File: src/rtl/mem_access_unit.sv
// Memory-stage data access unit: word-addressed data memory with a fixed access
// latency, holding the pipeline (Ready=0) while an access is in flight.
module mem_access_unit #(
  parameter int DEPTH       = 64,
  parameter int BASE_ADDR   = 1024,
  parameter int WAIT_CYCLES = 2
) (
  input  logic        CLK,
  input  logic        RST,
  input  logic        MEM_R_EN,
  input  logic        MEM_W_EN,
  input  logic [31:0] ALU_Res,
  input  logic [31:0] Val_Rm,
  output logic [31:0] Mem_Res,
  output logic        Ready,
  output logic        Addr_Err
);

  localparam int         AW       = (DEPTH > 1) ? $clog2(DEPTH) : 1;
  localparam logic [3:0] CNT_INIT = (WAIT_CYCLES > 0) ? 4'(WAIT_CYCLES - 1) : 4'd0;

  typedef enum logic [1:0] {
    IDLE = 2'd0,
    BUSY = 2'd1,
    DONE = 2'd2
  } state_t;

  state_t        r_state;
  state_t        w_next_state;
  logic [3:0]    r_cnt;
  logic [3:0]    w_next_cnt;
  logic          w_commit;
  logic          w_req;
  logic [31:0]   w_offset;
  logic [31:0]   w_index;
  logic          w_in_range;
  logic [AW-1:0] w_idx;
  logic [31:0]   r_mem [DEPTH];
  logic [31:0]   r_mem_res;
  logic          r_addr_err;

  assign w_req      = MEM_R_EN | MEM_W_EN;
  // Addresses below BASE_ADDR wrap to a huge index and fall out of range.
  assign w_offset   = ALU_Res - 32'(BASE_ADDR);
  assign w_index    = w_offset >> 2;
  assign w_in_range = (w_index < 32'(DEPTH));
  assign w_idx      = w_index[AW-1:0];

  assign Mem_Res  = r_mem_res;
  assign Addr_Err = r_addr_err;

  always_ff @(posedge CLK or posedge RST) begin
    if (RST) begin
      r_state <= IDLE;
      r_cnt   <= 4'd0;
    end else begin
      r_state <= w_next_state;
      r_cnt   <= w_next_cnt;
    end
  end

  // Next state, busy counter, commit strobe and the combinational Ready.
  always_comb begin
    w_next_state = r_state;
    w_next_cnt   = r_cnt;
    w_commit     = 1'b0;
    Ready        = 1'b0;
    case (r_state)
      IDLE: begin
        Ready = ~w_req;
        if (w_req) begin
          if (WAIT_CYCLES == 0) begin
            w_next_state = DONE;
            w_commit     = 1'b1;
          end else begin
            w_next_state = BUSY;
            w_next_cnt   = CNT_INIT;
          end
        end else begin
          w_next_state = IDLE;
        end
      end
      BUSY: begin
        if (r_cnt == 4'd0) begin
          w_next_state = DONE;
          w_commit     = 1'b1;
        end else begin
          w_next_cnt = r_cnt - 4'd1;
        end
      end
      DONE: begin
        Ready        = 1'b1;
        w_next_state = IDLE;
      end
      default: begin
        w_next_state = IDLE;
      end
    endcase
  end

  // Store-both-enables counts as a store, so Mem_Res is only touched by pure loads.
  always_ff @(posedge CLK or posedge RST) begin
    if (RST) begin
      r_mem_res  <= 32'd0;
      r_addr_err <= 1'b0;
    end else begin
      r_addr_err <= w_commit & ~w_in_range;
      if (w_commit && MEM_R_EN && !MEM_W_EN) begin
        r_mem_res <= w_in_range ? r_mem[w_idx] : 32'd0;
      end else begin
        r_mem_res <= r_mem_res;
      end
    end
  end

  always_ff @(posedge CLK or posedge RST) begin
    if (RST) begin
      for (int i = 0; i < DEPTH; i++) begin
        r_mem[i] <= 32'd0;
      end
    end else if (w_commit && MEM_W_EN && w_in_range) begin
      r_mem[w_idx] <= Val_Rm;
    end
  end

endmodule

File: config.mk
export PLATFORM = sky130hd
export DESIGN_NAME = mem_access_unit
export DESIGN_NICKNAME = d
export VERILOG_FILES = /design/src/rtl/mem_access_unit.sv
export SDC_FILE = /design/constraint.sdc
export NUM_CORES = 2
export LEC_CHECK = 0
export CORE_MARGIN = 5
export CORE_UTILIZATION = 59
export CTS_BUF_LIST = sky130_fd_sc_hd__clkbuf_8
export CTS_CLUSTER_DIAMETER = 60
export DETAILED_ROUTE_END_ITERATION = 6
export PLACE_DENSITY = 0.78
export SYNTH_ARGS = -nofsm -noshare
export SYNTH_HDL_FRONTEND = slang
export SYNTH_SLANG_ARGS = --single-unit
File: constraint.sdc
create_clock -name CLK -period 72.9 [get_ports CLK]
set_clock_uncertainty 0.05 [all_clocks]
set_input_delay 18.225 -clock CLK [delete_from_list [all_inputs] [get_ports CLK]]
set_output_delay 18.225 -clock CLK [all_outputs]
set_load 0.05 [all_outputs]
==> out/metrics.cfg <==
[floorplan]
start_util = 0.595
io_pins = 102
fp-row-count = 147
core_um2 = 161000
die_h_um = 413
fp.dieW_um = 413
die_area_um2 = 170000

[final_layout]
multi_input_area_um2 = 39800
fin_util = 0.644
areaGrowthSynthToFinish_pct = 8.30
nNetsFinal = 6734
num-fill-cells = 11500
final-seq-area_um2 = 52200
drive_above_1_share = 0.431

[setup_path]
r2r_end = r_mem[1418]
cp-start-kind = input pin
reg2regPathDepth = 9
ff2ff_setup_slack_ns = 68.37
required_ns = 54.62
crit_top_cell = nor2_1
r2r_start = r_cnt[0]
slowest_delay_ns = 0.81
path_max_fanout = 3
cp-end-kind = output port
crit_path_cell_trace = clkdlybuf4s50_1, nor2_1, nor2_1, nor2_1, clkdlybuf4s50_1
cp_slowest_cell = clkdlybuf4s50_1
arrival_ns = 19.81
critPathKind = in2out

[pwr]
power_frac_seq = 0.503
powerDensity_nw_per_um2 = 22.3
p_sw_frac = 0.251
comb_power_share = 0.065
internal_power_uw = 1730
pwr-share-clk = 0.432
p_sw_uw = 581
power_uw = 2310
leakage_uw = 0.0523
worst_ir_drop_vdd_uv = 23.1

[grt]
track_usage = 0.366
antenna_found_initial = 19
grt_max_degree = 210
grt_pass1_wl_um = 453000
grt_pass1_vias = 65600
grt_overflow = 0

[logic_synthesis]
yosys-top-cells-area = dfrtp_1, mux2_2, mux4_2
syn_nets = 6800
yosys_register_bits = 2087
syn_inst = 6730
ys_warn_count = 0
synth_top_cell_area_share = 0.545
synth-edff-count = 0
synth_top_area_cell = dfrtp_1
synth_area_um2 = 95800
avgSynthCellArea_um2 = 14.2
ys_types = 93
synth-main-ff-cell = dfrtp_1
ys_seq_area_frac = 0.545
async_flop_share = 1.00

[route]
antenna_left = 0
routed_wirelength_um = 311000
drt-initial-drc-count = 8096
drt_pass1_iterations = 6
vias = 64000
drcViolationCount = 0
wl_per_cell_um = 34.4
viasPerCell = 7.08

[timing]
hold_viol = 0
fin_crit_sh = 0.522
report.final.setup_viol = 0
slew_headroom = 0.121
slew_violations = 0
rsz0062_at_grt = false
fmax_ghz = 0.0263
fin_crit_ns = 38.09
tightest_slew_ns = 1.32
setup_ws_ns = 34.81
setup_tns_ns = 0

[placed_design]
portBuffers = 99
place_ws_ns = 34.80
gp_congestion = 0.865
dp_hpwl_um = 175000

[worst_hold_path]
min_path_type = reg2reg
hp-start = r_mem[1354]
hold-path-cell-count = 1
min_to = r_mem[1354]

[clock_network]
cts_made_buffers = 350
clkTransAtPathRegs_ns = 0.06
clock-sinks = 2087
cts.path.max_buffers = 4
clock_latency_ns = 1.07
cts.htree.levels = 5
hold_buffers = 0
ctsResizeCount = 0
postCtsSetupBuffers = 0
root_buffer = clkbuf_8
tritoncts = yes

[job]
max_cap_violations = 0

[run_status]
status = finished, final reports clean

## cell type report
cell class | instances | area share
clock buffers | 431 | 0.0572
repair buffers | 283 | 0.0223
clock inverters | 135 | 0.00597
flip-flops and latches | 2087 | 0.504
multi-input cells | 3926 | 0.384
inverters | 16 | 0.000688
diodes | 13 | 0.000314
well taps | 2160 | 0.0261
## state kept, by name (all words and copies together) (netlist names)
signal / count
Mem_Res: 32
r_state: 2
Addr_Err: 1
r_cnt: 4
r_mem: 2048
## cell usage in the layout, fill, tap and decap left out, drive strengths merged, types with 22 or more instances in the layout
cell type	synthesis	layout
a2bb2oi	22	22
mux4	182	182
dfrtp	2087	2087
o221ai	103	103
nor2	118	118
nor3	64	64
a21oi	126	126
a22oi	31	31
mux2i	180	180
a211oi	37	37
o22a	25	25
inv	16	128
a221oi	35	35
o22ai	303	303
o31ai	27	27
o21ai	105	105
mux2	2193	2193
clkbuf	251	431
buf	450	219
nand2	163	163
clkdlybuf4s50	0	64
## power by group through the flow
stage          clock [uW]  sequential (uW)  combinational (uW)
3_3_place_gp            0             1180                 144
4_1_cts              1000             1160                 146
5_1_grt              1060             1160                 157
6_report             1000             1160                 150
3_5_place_dp            0             1180                 146
2_1_floorplan           0             1190                93.9
## critical path: cells and delay by family
kind,cells,cell delay (ns)
buffers and inverters,2,1.29
and+or+nand+nor,3,0.30
## worst max path at each step
stage / from / end / slack (ns) / depth (start not counted)
6_report: MEM_W_EN / Ready / 34.81 / 5
5_1_grt: MEM_W_EN / Ready / 34.74 / 5
4_1_cts: MEM_W_EN / Ready / 34.80 / 5
3_5_place_dp: MEM_W_EN / Ready / 34.80 / 5
3_3_place_gp: MEM_W_EN / Ready / 34.75 / 5
2_1_floorplan: RST / Addr_Err / 25.64 / 1
## through the flow
stage	instance area (um^2)	instances	hold WS, ns
4_1_cts	104000	9038	0.435
3_3_place_gp	97100	8472	0.410
3_5_place_dp	97100	8472	0.421
5_1_grt	104000	9040	0.444
2_1_floorplan	95800	6730	0.399
6_report	104000	9051	0.430
## metal layers
| layer | part of all wire | track usage | vias up |
|---|---|---|---|
| li1 | - | - | 24800 |
| met1 | 0.37 | 0.473 | 33800 |
| met2 | 0.44 | 0.535 | 4230 |
| met3 | 0.12 | 0.123 | 1121 |
| met4 | 0.070 | 0.227 | 4 |
| met5 | 0.000077 | 0 | - |
## logic make-up (layout without fill, tap and decap cells)
logic type | after synthesis | after routing | synth area share
buffers and inverters | 717 | 865 | 0.0418
other | 0 | 13 | 0
AO/OA/AOI/OAI | 919 | 919 | 0.0664
XOR/XNOR | 2 | 2 | 0.000183
multiplexers | 2555 | 2555 | 0.320
adder cells (fa/ha/maj) | 2 | 2 | 0.000261
AND/OR/NAND/NOR | 448 | 448 | 0.0260
flip-flops | 2087 | 2087 | 0.545
## cell usage after synthesis (all sizes together) (10+ instances only)
cell type	n
mux2	2193
dfrtp	2087
buf	450
o22ai	303
clkbuf	251
mux4	182
mux2i	180
nand2	163
a21oi	126
nor2	118
o21ai	105
o221ai	103
nor3	64
a211oi	37
a221oi	35
a22oi	31
o31ai	27
o22a	25
a2bb2oi	22
inv	16
a32o	15
nor4	14
nand3	13
a2111oi	11
nor2b	11
o211ai	11
a221o	10
nand2b	10
or3	10
Power figures use the tool's default switching activity.
